File: src/rtl/serial_ones_tx.sv
// MSB-first word serializer with idle gap insertion and a registered
// golden three-consecutive-ones flag aligned to the serial stream.
module serial_ones_tx #(
  parameter int WIDTH = 8,
  parameter int GAP   = 2
) (
  input  logic             clk,
  input  logic             reset,
  input  logic             load,
  input  logic [WIDTH-1:0] data_word,
  output logic             ready,
  output logic             data_out,
  output logic             valid_out,
  output logic             done,
  output logic             run3
);

  localparam int CW = $clog2(WIDTH);
  localparam int GW = (GAP > 1) ? $clog2(GAP) : 1;

  localparam logic [1:0] S_IDLE = 2'd0;
  localparam logic [1:0] S_SEND = 2'd1;
  localparam logic [1:0] S_GAP  = 2'd2;

  localparam logic [CW-1:0] BIT_LAST = CW'(WIDTH - 1);
  localparam logic [GW-1:0] GAP_LAST = GW'((GAP > 0) ? GAP - 1 : 0);

  logic [1:0]       state_q, state_d;
  logic [WIDTH-1:0] shift_q, shift_d;
  logic [CW-1:0]    bit_cnt_q, bit_cnt_d;
  logic [GW-1:0]    gap_cnt_q, gap_cnt_d;
  logic             data_q, data_d;
  logic             valid_q, valid_d;
  logic             done_q, done_d;
  logic [1:0]       ones_q, ones_d;
  logic             run3_q, run3_d;

  always_comb begin
    state_d   = state_q;
    shift_d   = shift_q;
    bit_cnt_d = bit_cnt_q;
    gap_cnt_d = gap_cnt_q;
    data_d    = 1'b0;
    valid_d   = 1'b0;
    case (state_q)
      S_IDLE: begin
        if (load) begin
          // MSB goes straight to data_out; the shifter keeps the remainder
          shift_d   = data_word << 1;
          data_d    = data_word[WIDTH-1];
          valid_d   = 1'b1;
          bit_cnt_d = '0;
          state_d   = S_SEND;
        end
      end
      S_SEND: begin
        if (bit_cnt_q == BIT_LAST) begin
          shift_d   = '0;
          bit_cnt_d = '0;
          gap_cnt_d = '0;
          state_d   = (GAP > 0) ? S_GAP : S_IDLE;
        end else begin
          data_d    = shift_q[WIDTH-1];
          valid_d   = 1'b1;
          shift_d   = shift_q << 1;
          bit_cnt_d = bit_cnt_q + CW'(1);
        end
      end
      S_GAP: begin
        if (gap_cnt_q == GAP_LAST) state_d = S_IDLE;
        else                       gap_cnt_d = gap_cnt_q + GW'(1);
      end
      default: state_d = S_IDLE;
    endcase

    done_d = valid_d && (bit_cnt_d == BIT_LAST);
    // Run counter advances with the bit it describes, so run3 lands on that bit
    if (valid_d && data_d) ones_d = (ones_q == 2'd3) ? 2'd3 : ones_q + 2'd1;
    else                   ones_d = 2'd0;
    run3_d = (ones_d == 2'd3);
  end

  always_ff @(posedge clk or posedge reset) begin
    if (reset) begin
      state_q   <= S_IDLE;
      shift_q   <= '0;
      bit_cnt_q <= '0;
      gap_cnt_q <= '0;
      data_q    <= 1'b0;
      valid_q   <= 1'b0;
      done_q    <= 1'b0;
      ones_q    <= 2'd0;
      run3_q    <= 1'b0;
    end else begin
      state_q   <= state_d;
      shift_q   <= shift_d;
      bit_cnt_q <= bit_cnt_d;
      gap_cnt_q <= gap_cnt_d;
      data_q    <= data_d;
      valid_q   <= valid_d;
      done_q    <= done_d;
      ones_q    <= ones_d;
      run3_q    <= run3_d;
    end
  end

  assign ready     = (state_q == S_IDLE);
  assign data_out  = data_q;
  assign valid_out = valid_q;
  assign done      = done_q;
  assign run3      = run3_q;

endmodule

File: config.mk
export PLATFORM = sky130hd
export DESIGN_NAME = serial_ones_tx
export DESIGN_NICKNAME = d
export VERILOG_FILES = /design/src/rtl/serial_ones_tx.sv
export SDC_FILE = /design/constraint.sdc
export NUM_CORES = 1
export LEC_CHECK = 0
export BUFFER_PORTS_ARGS = -buffer_cell sky130_fd_sc_hd__buf_4
export CAP_MARGIN = 20
export CORE_MARGIN = 3
export CORE_UTILIZATION = 52
export CTS_CLUSTER_SIZE = 28
export DETAILED_ROUTE_END_ITERATION = 10
export GPL_TIMING_DRIVEN = 0
export PLACE_DENSITY = 0.88
export REMOVE_ABC_BUFFERS = 1
export SYNTH_ARGS = -nofsm -noshare
export SYNTH_HDL_FRONTEND = slang
export SYNTH_SLANG_ARGS = --single-unit
File: constraint.sdc
create_clock -name clk -period 1.91 [get_ports clk]
set_clock_uncertainty 0.05 [all_clocks]
set_input_delay 0.2865 -clock clk [delete_from_list [all_inputs] [get_ports clk]]
set_output_delay 0.2865 -clock clk [all_outputs]
set_load 0.01 [all_outputs]
Word level (Yosys, flattened, before mapping) --
Cells that the tools add are included.
Word-level totals: word-level logic and storage cells 50, register bits after elaboration 20, input bits 11
Cells by class: equal/unequal tests 9, $add $sub $neg 3, reductions and logical operators 8, muxes and demuxes 21
Operator list (count):
- 8-bit two-way mux | 2
- 8-bit case mux with 2 select lines | 1
- 2-bit two-way mux | 5
- 2-bit == test (second input constant) | 3
- 3-bit == test (second input constant) | 2
- 1-bit two-way mux | 6
- 3-bit two-way mux | 2
- 2-bit inequality test (second input constant) | 3
- 1-bit case mux with 2 select lines | 3
- 2-bit case mux with 3 select lines | 1
- 3-bit case mux with 2 select lines | 1
- 2-bit AND reduction | 2
- 2-bit nonzero test | 2
- 3-bit by 1-bit adder with 3-bit output (second input constant) | 1
- 3-bit AND reduction | 1
- 2-bit by 1-bit adder with 2-bit output (second input constant) | 1
- 2-bit by 1-bit == test with 1-bit output (second input constant) | 1
- 1-bit logical AND | 2
- 2-bit zero test | 1
- 1-bit adder (second input constant) | 1

Depth between registers and ports, before layout --
Gate-level depths: netlist of the first run.
word-level depth 6, mapped depth 5, mapped depth without buffers 5

Worst setup path after synthesis of the first run --
No wires, ideal clock.
path kind register to register, from register bit_cnt_q[0], to register shift_q[3], stages on the path, launching flop included 6, clock period less this slack 1464 ps, slack 446 ps, data arrival time 1342 ps, required time 1788 ps, library setup time 72 ps, cell sequence dfrtp_1 > ha_1 > ha_1 > nor3b_4 > a221oi_1 > nor2_1
Between the ends: cells in the longest elaborated chain, start to end 3
Ends and longest elaborated chain:
- from (decl) | RTL line 30 | logic [CW-1:0] bit_cnt_q, bit_cnt_d;
- from (signal assigned) | RTL line 97 | bit_cnt_q <= bit_cnt_d;
- 3-bit == test | RTL line 57 | if (bit_cnt_q == BIT_LAST) begin
- 8-bit two-way mux | RTL line 57
- 8-bit case mux with 2 select lines | RTL line 45 | case (state_q)
- to (signal assigned) | RTL line 96 | shift_q <= shift_d;
- to (decl) | RTL line 29 | logic [WIDTH-1:0] shift_q, shift_d;
No other way between the ends. A chain may end at the register's enable or synchronous reset.

Worst setup path in the final report of the first run --
from register bit_cnt_q[0], to register shift_q[7]
The elaborated chain is that of the path after synthesis.

==> results_dict.tcl, run 1 <==
set metrics [dict create \
    drt-total-wl_mm 1.52 \
    root_buffer "clkbuf_4" \
    post_dp_cell_area_sq_um 962 \
    gp_congestion 0.721 \
    cts_setup_buffers 0 \
    dieHeight_um 46.4 \
    period_minus_slack_ns 1.73 \
    critical_path_class "flop to flop" \
    max_freq_mhz 578 \
    ir_drop_mv 0.893 \
    start_util_pct 60.0 \
    grt_first_pass_wirelength_mm 2.64 \
    clock-sinks 19 \
    drv_slew 0 \
    via_per_inst 5.70 \
    finalNonFillerCells 105 \
    grt.overflow.total 0 \
    worstPathArrival_ns 1.92 \
    io_pins 16 \
    startpoint "bit_cnt_q[0]" \
    power.leakage_nw 0.483 \
    area_delta_synth_final_pct 16.5 \
    grt_pass1_vias 636 \
    critPathMaxFanout 10 \
    num_vias 598 \
    max_cap_viol_count 0 \
    layout-drive-gt1-share_pct 30.0 \
    critPathLaunchType "flop" \
    drc 0 \
    timing.rr.start "bit_cnt_q[0]" \
    rsz0062_at_grt "no" \
    synthDistinctLibCells 27 \
    fin_tns_setup_ns 0 \
    grt_usage_pct 17.7 \
    yosys_warnings 0 \
    fp-row-count 13 \
    die_area_sq_um 2150 \
    hold_class "primary input to async pin" \
    synthCells 73 \
    ys_seq_elements 19 \
    clock_latency_ns 0.30 \
    port_buffers 15 \
    power.density_nw_per_um2 1570 \
    antenna_found_initial 0 \
    fin_total_pwr_mw 1.56 \
    clkTransAtPathRegs_ns 0.11 \
    hpwl_mm 1.10 \
    coreArea_sq_um 1420 \
    htree_levels 1 \
    antenna_cells 0 \
    finalHoldViolCount 0 \
    cts_buffer_depth 2 \
    ctsHoldBuffers 0 \
    post_drt_wl_per_cell_um 14.5 \
    grt_max_degree 20 \
    max_slew_margin_pct 53.2 \
    drtIter0Drc 16 \
    status "finished, final reports clean" \
    endpoint_kind "flop" \
    dp_cells 101 \
    final_cell_area_sq_um 990 \
    tightest_slew_ns 0.701 \
    synth.avg_cell_area_sq_um 11.6 \
    cts_resized 0 \
    whs_ns 0.0353 \
    ant_nets 0 \
    cts_buffers 3 \
    fp.dieW_um 46.4 \
    seq_area_frac_synth_pct 56.0 \
    cts_tree "yes" \
    nets 104 \
    finalCritPeriodShare_pct 90.6 \
    first_pass_iters 4 \
    setup_violations 0 \
    crit_required_ns 2.10 \
    syn_area_sq_um 850 \
]
Yosys cell counts:
cell | n | share of area (%)
ha_1 | 2 | 2.9
buf_4 | 1 | 0.88
inv_1 | 5 | 2.2
a21boi_1 | 1 | 0.88
nor2_1 | 12 | 5.3
o21bai_4 | 1 | 2.2
o21ai_0 | 2 | 1.2
a22o_1 | 1 | 1.0
buf_6 | 1 | 1.3
a31oi_1 | 1 | 0.74
o21ba_2 | 1 | 1.2
dfrtp_1 | 19 | 56
a221oi_1 | 5 | 5.2
and2_1 | 1 | 0.74
a21o_2 | 2 | 2.1
a22o_2 | 1 | 1.2
a21oi_2 | 1 | 1.0
o21a_1 | 1 | 0.88
and4_1 | 1 | 1.0
and2b_2 | 1 | 1.0
a2bb2oi_1 | 1 | 1.0
a21oi_1 | 2 | 1.2
nand2_1 | 4 | 1.8
nand3b_1 | 3 | 2.7
mux2_1 | 1 | 1.3
nor3b_4 | 1 | 2.2
o31ai_1 | 1 | 0.88
worst paths after layout:
kind	endpoint	slack [ns]	cells past startpoint
max in group asynchronous	state_q[0]	1.32	2
min	bit_cnt_q[1]	0.04	2
min in group clk	shift_q[6]	0.20	3
min reg2reg	ones_q[0]	0.43	1
max reg2reg	shift_q[7]	0.18	5
max	shift_q[7]	0.18	5
cell usage in the layout (no fill, tap or decap), types with 2 or more instances in the layout:
cell and n:
buf_4 15, a21o_2 2, o21ai_0 2, inv_1 5, clkbuf_4 3, dfrtp_1 19
a221oi_1 5, nand3b_1 3, nor2_1 12, a21oi_1 2, nand2_1 4, ha_1 2
metrics by stage:
step	setup WS (ns)	utilization (%)
global route	0.0403	69.9
floorplan	0.446	-
detailed placement	0.184	68.0
CTS	0.170	69.9
finish	0.180	69.9
global placement	0.256	68.0
state kept, by name (all words and copies together), names as in the netlist:
name,flops
bit_cnt_q,3
data_out,1
done,1
gap_cnt_q,1
ones_q,2
run3,1
shift_q,7
state_q,2
valid_out,1
per-layer routing:
metal | vias up | routed length [um] | GRT usage (%)
li1 | 294 | - | -
met1 | 276 | 620 | 19.7
met2 | 24 | 800 | 32.4
met3 | 4 | 74 | 3.52
met4 | 0 | 22 | 6.82
met5 | - | 0 | 0
cells by family after synthesis:
group	after synthesis	synth area share [%]
AND/OR/NAND/NOR	23	14.7
AO/OA/AOI/OAI	21	20.6
adder cells (fa/ha/maj)	2	2.95
buffers and inverters	7	4.42
multiplexers	1	1.33
flip-flops	19	56.0
critical path, stage by stage (launching register included):
cell,delay [ns]
dfrtp_1,0.42
ha_1,0.22
ha_1,0.26
nor3b_4,0.42
a221oi_1,0.16
nor2_1,0.13
report_power, final:
part | internal [mW] | leakage, nW | total [mW] | switching [mW]
Sequential | 0.577 | 0.238 | 0.704 | 0.127
Clock | 0.0780 | 0.0177 | 0.202 | 0.124
Combinational | 0.334 | 0.227 | 0.651 | 0.316
Total | 0.989 | 0.483 | 1.56 | 0.568
area by class of cell:
class                           instances  area, sq um
Sequential cell                        19          475
Fill cell                             100          425
Multi-Input combinational cell         47          337
Timing Repair Buffer                   15          113
Clock buffer                            3         22.5
Inverter                                5         18.8
Tap cell                               15         18.8
Clock inverter                          1         5.00
Power figures use the tool's default switching activity.
==> inputs of run 2 (changes only) <==
--- a/config.mk
+++ b/config.mk
@@ -5,6 +5,7 @@
 export SDC_FILE = /design/constraint.sdc
 export NUM_CORES = 1
 export LEC_CHECK = 0
+export ABC_AREA = 1
 export BUFFER_PORTS_ARGS = -buffer_cell sky130_fd_sc_hd__buf_4
 export CAP_MARGIN = 20
 export CORE_MARGIN = 3
@@ -12,7 +13,7 @@
 export CTS_CLUSTER_SIZE = 28
 export DETAILED_ROUTE_END_ITERATION = 10
 export GPL_TIMING_DRIVEN = 0
-export PLACE_DENSITY = 0.88
+export PLACE_DENSITY = 0.87
 export REMOVE_ABC_BUFFERS = 1
 export SYNTH_ARGS = -nofsm -noshare
 export SYNTH_HDL_FRONTEND = slang
==> run 2 against run 1 <==
Net effect: clock-buffer cell count stayed put; wire length is 2.1% higher; cell count is 29% higher; non-clock buffer count stayed put; critical path depth is 3 lower; first-iteration DRC count is 19% lower; area after synthesis is 5.3% higher; combinational power is 0.9% lower; hold slack worse by 0.0044 ns; largest cell class unchanged; setup slack better by 0.20 ns; sequential power is 5.1% lower.
==> results_dict.tcl, run 2 <==
set metrics [dict create \
    status "finished, final reports clean" \
    drv_slew 0 \
    seq_area_frac_synth_pct 53.1 \
    clock-sinks 19 \
    cts_tree "yes" \
    hold_class "primary input to async pin" \
    io_pins 16 \
    root_buffer "clkbuf_4" \
    drc 0 \
    coreArea_sq_um 1560 \
    synthDistinctLibCells 18 \
    dieHeight_um 47.5 \
    nets 133 \
    max_cap_viol_count 0 \
    synth_edf_count 0 \
    largest_register_ffs 7 \
    gp_congestion 0.703 \
    area_delta_synth_final_pct 16.6 \
    post_drt_wl_per_cell_um 11.5 \
    critPathMaxFanout 6 \
    antenna_found_initial 0 \
    r2r_slack_ns 0.45 \
    synth.avg_cell_area_sq_um 8.86 \
    clock_latency_ns 0.30 \
    fin_tns_setup_ns 0 \
    first_pass_iters 4 \
    drtIter0Drc 13 \
    power.density_nw_per_um2 1450 \
    endpoint_kind "output port" \
    synthCells 101 \
    yosysMostFrequentCell "nand2_1" \
    finalHoldViolCount 0 \
    grt.overflow.total 0 \
    layout-drive-gt1-share_pct 24.4 \
    timing.rr.start "bit_cnt_q[0]" \
    setup_violations 0 \
    cts_setup_buffers 0 \
    rsz0062_at_grt "no" \
    ant_nets 0 \
    yosys_warnings 0 \
    synthFlopType "dfrtp_1" \
    power.leakage_nw 0.567 \
    max_freq_mhz 653 \
    worstReg2RegEnd "ones_q[1]" \
    ir_drop_mv 0.722 \
    port_buffers 15 \
    crit_required_ns 1.57 \
    antenna_cells 0 \
    grt_usage_pct 16.7 \
    async_flop_share_pct 100 \
    fin_total_pwr_mw 1.52 \
    cts_resized 0 \
    die_area_sq_um 2250 \
    ctsHoldBuffers 0 \
    top_regs "shift_q: 7 flops, bit_cnt_q: 3 flops" \
    via_per_inst 5.04 \
    seq_area_sq_um 475 \
    period_minus_slack_ns 1.53 \
    hpwl_mm 1.17 \
    yosys-top-cells-area "dfrtp_1 (53%), nand2_1 (20%), ha_1 (2.8%), nand2_2 (2.8%), inv_1 (2.5%)" \
    ff2ff_path_depth 5 \
    fin_util_pct 66.9 \
    fp-row-count 14 \
    critPathLaunchType "flop" \
    worstPathArrival_ns 1.19 \
    grt_first_pass_wirelength_mm 2.59 \
    start_util_pct 57.4 \
    grt_max_degree 20 \
    htree_levels 1 \
    fillers 123 \
    yosysTopAreaCell "dfrtp_1" \
    syn_area_sq_um 895 \
    final_common_cell "nand2_1" \
    largest_register "shift_q" \
    cts_buffers 3 \
    multi_input_area_sq_um 379 \
    num_vias 681 \
    max_slew_margin_pct 53.7 \
    cts_buffer_depth 2 \
    clkTransAtPathRegs_ns 0.11 \
    fp.dieW_um 47.5 \
    ys_seq_elements 19 \
    synth_top_area_share_pct 53.1 \
    grt_pass1_vias 626 \
    tightest_slew_ns 0.693 \
    layout_common_cells "nand2_1 (48), dfrtp_1 (19), buf_4 (15), inv_1 (6)" \
    finalCritPeriodShare_pct 80.2 \
    synth_commonest_cells "nand2_1 (48), dfrtp_1 (19), inv_1 (6)" \
    critical_path_class "flop to output port" \
    drt-total-wl_mm 1.55 \
]
-- run 2: changes by cell type in the layout (fill, tap and decap cells not counted), moves of 2 or more --
cell,previous run,this run
nand2_1,4,48
nor2_1,12,4
a221oi_1,5,0
nand2_2,0,4
nand3_1,0,4
nand3b_1,3,0
a21o_2,2,0
-- run 2: how the worst max path moves through the flow --
stage                 start         to  slack (ns)  depth (start not counted)
2_1_floorplan  bit_cnt_q[0]  ones_q[1]        0.59                          5
3_3_place_gp   bit_cnt_q[0]  ones_q[0]        0.49                          5
3_5_place_dp   bit_cnt_q[0]  ones_q[1]        0.46                          5
4_1_cts          state_q[0]      ready        0.38                          2
5_1_grt        bit_cnt_q[0]       run3        0.33                          5
6_report         state_q[0]      ready        0.38                          2
-- run 2: routing by layer --
layer | routed length, um | share of wire [%] | up-vias | GRT usage (%)
li1 | - | - | 349 | -
met1 | 684 | 44 | 313 | 21.4
met2 | 761 | 49 | 16 | 26.2
met3 | 76 | 4.9 | 3 | 4.14
met4 | 27 | 1.7 | 0 | 8.29
met5 | 0 | 0 | - | 0
-- run 2: cells by family (layout without fill, tap and decap cells) --
kind of cell | after synthesis | in the layout | synth area share, %
buffers and inverters | 8 | 26 | 4.48
adders and majority gates | 2 | 2 | 2.80
DFF | 19 | 19 | 53.1
and+or+nand+nor | 64 | 64 | 33.3
AOI/OAI and AO/OA | 8 | 8 | 6.29
-- run 2: critical path: stages, from the launching register on --
cell and delay (ns):
dfrtp_1 0.55, nor2_4 0.20, buf_4 0.14
-- run 2: through the flow --
stage	hold slack [ns]	cells	area, sq um	setup WS [ns]
final	0.0309	135	1040	0.379
after CTS	0.0552	135	1040	0.379
after floorplan	0.188	100	883	0.586
after global placement	0.380	131	1020	0.492
after detailed placement	0.387	131	1020	0.455
after global routing	0.0936	135	1040	0.333
-- run 2: area by class of cell --
cell class | instances | share of cell area (%)
clock buffer | 3 | 2.16
clock inverter | 1 | 0.480
inverter | 7 | 2.76
multi-input combinational | 74 | 36.3
sequential | 19 | 45.6
tap | 16 | 1.92
timing repair buffer | 15 | 10.8
-- run 2: report_power, final --
| group | total (mW) | internal [mW] | leakage, nW | switching [mW] |
|---|---|---|---|---|
| combinational | 0.645 | 0.259 | 0.307 | 0.386 |
| clock | 0.202 | 0.0782 | 0.0177 | 0.124 |
| sequential | 0.668 | 0.554 | 0.242 | 0.114 |
| total | 1.52 | 0.891 | 0.567 | 0.624 |
